<file path="config.mk">
export PLATFORM = sky130hd
export DESIGN_NAME = seq_chunk_comparator
export DESIGN_NICKNAME = d
export VERILOG_FILES = /design/src/rtl/seq_chunk_comparator.sv
export SDC_FILE = /design/constraint.sdc
export NUM_CORES = 1
export LEC_CHECK = 0
export ABC_AREA = 1
export CAP_MARGIN = 10
export CORE_MARGIN = 1.5
export CORE_UTILIZATION = 35
export CTS_BUF_LIST = sky130_fd_sc_hd__clkbuf_4 sky130_fd_sc_hd__clkbuf_8 sky130_fd_sc_hd__clkbuf_16
export CTS_CLUSTER_DIAMETER = 40
export DETAILED_ROUTE_END_ITERATION = 12
export GPL_ROUTABILITY_DRIVEN = 1
export PLACE_DENSITY = 0.67
export RECOVER_POWER = 25
export SYNTH_ARGS = -nofsm -noshare
export SYNTH_HDL_FRONTEND = slang
export SYNTH_SLANG_ARGS = --single-unit
</file>
<file path="constraint.sdc">
create_clock -name clk -period 2.6 [get_ports clk]
set_clock_uncertainty 0.2 [all_clocks]
set_input_delay 0.39 -clock clk [delete_from_list [all_inputs] [get_ports clk]]
set_output_delay 0.39 -clock clk [all_outputs]
set_load 0.005 [all_outputs]
</file>
<file path="src/rtl/seq_chunk_comparator.sv">
`default_nettype none
// +----------------------------------------------------------------------------+
// | Module      : seq_chunk_comparator                                         |
// | Description : Multi-cycle signed/unsigned magnitude comparator, CHUNK bits |
// |               per cycle, MSB chunk first, early exit on first difference.  |
// | Revision    : 1.0 - initial release                                        |
// +----------------------------------------------------------------------------+
module seq_chunk_comparator #(
  parameter  int WIDTH  = 32,
  parameter  int CHUNK  = 8,
  localparam int NCHUNK = WIDTH / CHUNK,
  localparam int CW     = $clog2(NCHUNK) + 1
) (
  input  logic             clk,
  input  logic             rst_n,
  input  logic             start,
  input  logic [WIDTH-1:0] in1,
  input  logic [WIDTH-1:0] in2,
  input  logic             signed_mode,
  output logic             busy,
  output logic             done,
  output logic             le,
  output logic             eq,
  output logic             gr,
  output logic [CW-1:0]    cycles
);

  typedef enum logic [0:0] {
    c_S_IDLE = 1'b0,
    c_S_CMP  = 1'b1
  } state_t;

  state_t           r_state;
  logic [WIDTH-1:0] r_a;
  logic [WIDTH-1:0] r_b;
  logic [CW-1:0]    r_idx;

  logic [WIDTH-1:0] w_sign_flip;
  logic [WIDTH-1:0] w_a_next;
  logic [WIDTH-1:0] w_b_next;
  logic [CHUNK-1:0] w_ca;
  logic [CHUNK-1:0] w_cb;
  logic             w_last;

  // Flipping the sign bits maps two's-complement order onto unsigned order.
  assign w_sign_flip = {signed_mode, {(WIDTH-1){1'b0}}};

  // The chunk under test always sits at the top; equal chunks shift out.
  assign w_ca   = r_a[WIDTH-1 -: CHUNK];
  assign w_cb   = r_b[WIDTH-1 -: CHUNK];
  assign w_last = (r_idx == '0);

  generate
    if (NCHUNK > 1) begin : g_multi
      assign w_a_next = {r_a[WIDTH-CHUNK-1:0], {CHUNK{1'b0}}};
      assign w_b_next = {r_b[WIDTH-CHUNK-1:0], {CHUNK{1'b0}}};
    end else begin : g_single
      assign w_a_next = r_a;
      assign w_b_next = r_b;
    end
  endgenerate

  always_ff @(posedge clk or negedge rst_n) begin
    if (!rst_n) begin
      r_state <= c_S_IDLE;
      r_a     <= '0;
      r_b     <= '0;
      r_idx   <= '0;
      busy    <= 1'b0;
      done    <= 1'b0;
      le      <= 1'b0;
      eq      <= 1'b0;
      gr      <= 1'b0;
      cycles  <= '0;
    end else begin
      done <= 1'b0;
      case (r_state)
        c_S_IDLE: begin
          if (start) begin
            r_a     <= in1 ^ w_sign_flip;
            r_b     <= in2 ^ w_sign_flip;
            r_idx   <= CW'(NCHUNK - 1);
            le      <= 1'b0;
            eq      <= 1'b0;
            gr      <= 1'b0;
            cycles  <= '0;
            busy    <= 1'b1;
            r_state <= c_S_CMP;
          end
        end
        c_S_CMP: begin
          cycles <= cycles + CW'(1);
          if ((w_ca != w_cb) || w_last) begin
            gr      <= (w_ca > w_cb);
            le      <= (w_ca < w_cb);
            eq      <= (w_ca == w_cb);
            done    <= 1'b1;
            busy    <= 1'b0;
            r_state <= c_S_IDLE;
          end else begin
            r_idx <= r_idx - CW'(1);
            r_a   <= w_a_next;
            r_b   <= w_b_next;
          end
        end
        default: r_state <= c_S_IDLE;
      endcase
    end
  end

endmodule
`default_nettype wire

</file>
==> results.md <==
- Status: completed
- CTS Buffer Depth: 2
- CTS tree: done
- Largest net degree at the start of global routing: 77
- Simple-Gate Fraction of Synth Area: 0.406
- Setup TNS: 0 ps
- Sequential-to-total area share from yosys stat: 0.474
- Global-route wire length before repair: 16200 um
- PortBufs: 75
- Leakage: about 2.7 nW
- Period utilization: 0.829
- Share of cells above drive strength 1: 0.0593
- Final Routed Wirelength: around 9700 um
- Initial antenna violation count: 0
- Top layer in use: met4
- Max IR drop VDD: 0.336 mV
- Die width: roughly 110 um
- Initial Util: 0.364
- Post-layout min period: between 2000 and 2500 ps
- Met2 WL: roughly 4700 um
- Post-Synth Adder-Cell Area: 0.0343
- Core area: ~0.011 mm2
- Mux contribution to synthesized area: 0
- Clock Latency Late Sink: about 330 ps
- Pwr per Cell Area: 843 mW/mm2
- Worst hold path type: flip-flop to flip-flop
- Post-Synth XOR/XNOR Area: 0
- HPWL Detailed: approximately 6400 um
- DR WL/cell: 13.0 um
- Antenna Nets Post-Route: 0
- Rows: 38
- MaxCap Viol Count: 0
- Num CTS Buffers: 9
- Post-synth EDFFs: 0
- Dominant synthesized flop cell: dfrtp_1
- Vias: 3636
- RSZ-0062 raised after global routing: no
- Complex-gate fraction of the synthesized area: 0.0140
- Commonest non-fill, non-tap cell in the layout: nand2_1
- Clk slew on worst S/H paths: ~60 ps
- CP Class: flip-flop to flip-flop
- Syn_nets: slightly above 600
- Mapped Avg Cell Area: 7.42 um2
- Worst setup EP type: flip-flop
- # H-tree levels: 3
- DRC viols: 0
- Yosys Warn Count: 0
- Number of DRC markers in iteration 0: 182
- Vias in the first global route: ~3500
- Nets@finish: 681
- M1 WL: roughly 4300 um
- Hold_sp: r_b[1]
- GRT overflow: 0
- P&R area growth vs syn: 28.3%
- Count of cell types in the netlist: 23
- GPL Wtd Cong: ~0.8
- Crit Path Max Fanout: 56
- Slew margin rel.: 0.296
- Crit start category: flip-flop
- Crit path from: r_a[31]
- Number of setup buffers added after CTS: 0
- Worst R2R Start: r_a[31]
- Gr usage total: 0.172
- Tightest Pin Transition: between 1000 and 1500 ps
- Worst endpoint required time: 2630 ps
- Chip Height: 110 um
- Final core utilization: 0.467
- Clock Sinks: 76
- FF+latch count, synth: 76
- Final setup violation count: 0
- ANT cells: 0
- Hold_buf cts: 1
- Synth async-reset ratio: 1.00
- Main combinational cell family by area after synthesis: simple AND/OR/NAND/NOR gates
- Slew Viols, Final: 0
- Commonest non-fill, non-tap cells in the layout: nand2_1, dfrtp_1, clkdlybuf4s50_1, nand4_1, inv_1
- Filler cell count: 1106
- I/O Pins: 76
- TritonRoute pass-1 iters: 4
- Met3 WL post-DR: about 540 um
- Cells after Synth: around 540
- CP arrival: roughly 2200 ps
- Mean number of vias per cell: just under 5
- Clk root buf: clkbuf_16
- Endpoints failing hold: 0
- Cell Area, Synth: 0.00402 mm2
- Post_cts resized: 0
- Max frequency: approximately 0.46 GHz
- Die area: 0.0121 mm2
[area by class of cell]
cell class              instances  area [um2]  area share
flip-flops and latches         76        1900       0.369
multi-input cells             409        1830       0.354
repair buffers                 86         846       0.164
clock buffers                  10         239      0.0464
well taps                     140         175      0.0340
clock inverters                 6        87.6      0.0170
inverters                      20        75.1      0.0146
[flip-flops by register name (all words and copies together), names as in the netlist]
signal and count:
r_state 1, done 1, le 1, busy 1, r_a 32, r_idx 3
r_b 32, eq 1, gr 1, cycles 3
[per-stage QoR]
stage / setup WS, ps / total power, mW / hold slack (ps) / cell area [um2] / std cells
2_1_floorplan: 846 / 2.57 / -106 / 4020 / 541
3_3_place_gp: 537 / 2.96 / 237 / 4830 / 730
3_5_place_dp: 505 / 3.01 / 246 / 4830 / 730
4_1_cts: 442 / 4.37 / 273 / 5160 / 747
5_1_grt: 282 / 4.65 / 287 / 5150 / 747
6_report: 445 / 4.34 / 269 / 5150 / 747
[metal layers]
| layer | vias to the layer above | global-route usage |
|---|---|---|
| met5 | - | 0 |
| met4 | 0 | 0.0641 |
| met3 | 14 | 0.0335 |
| met2 | 100 | 0.288 |
| met1 | 1684 | 0.221 |
| li1 | 1838 | - |
[worst max-delay path, cell delays in order (launching register included)]
cell,delay [ps]
dfrtp_1,390
ha_1,320
nand2_1,110
nor2_4,150
nand2_1,80
nand2_2,80
nand3_2,250
buf_12,300
nand2_1,100
nand2_1,50
[cell usage after synthesis (2+ instances only)]
master,n,area share
o21ai_0,2,0.0025
nand2_2,2,0.0031
nor2_1,3,0.0028
a21oi_1,5,0.0062
buf_6,4,0.011
nand3_1,4,0.0050
ha_1,11,0.034
nand2_1,322,0.30
clkbuf_1,7,0.0065
inv_1,19,0.018
buf_4,10,0.019
dfrtp_1,76,0.47
buf_2,10,0.012
nand4_1,53,0.083
buf_1,5,0.0047
[report_power, final]
part | internal, mW | total (mW) | switching, mW
clock network | 0.864 | 1.35 | 0.489
registers | 1.53 | 1.74 | 0.213
logic | 0.533 | 1.25 | 0.713
total | 2.93 | 4.34 | 1.41
[cells by family after synthesis]
group                      count (synthesis)
DFF                                       76
adders and majority gates                 11
buffers and inverters                     56
AOI/OAI and AO/OA                         10
and+or+nand+nor                          388
[path summary, 6_finish.rpt]
path                            to  slack, ps  depth (start not counted)
setup / recovery           r_b[21]        450                          9
hold / removal              r_b[1]        270                          2
setup reg to reg           r_b[21]        450                          9
hold reg to reg             r_b[1]        270                          2
max in group asynchronous  r_state        760                          3
min in group asynchronous  r_a[12]        680                          3
No activity file was read; power rests on OpenSTA's default activity.
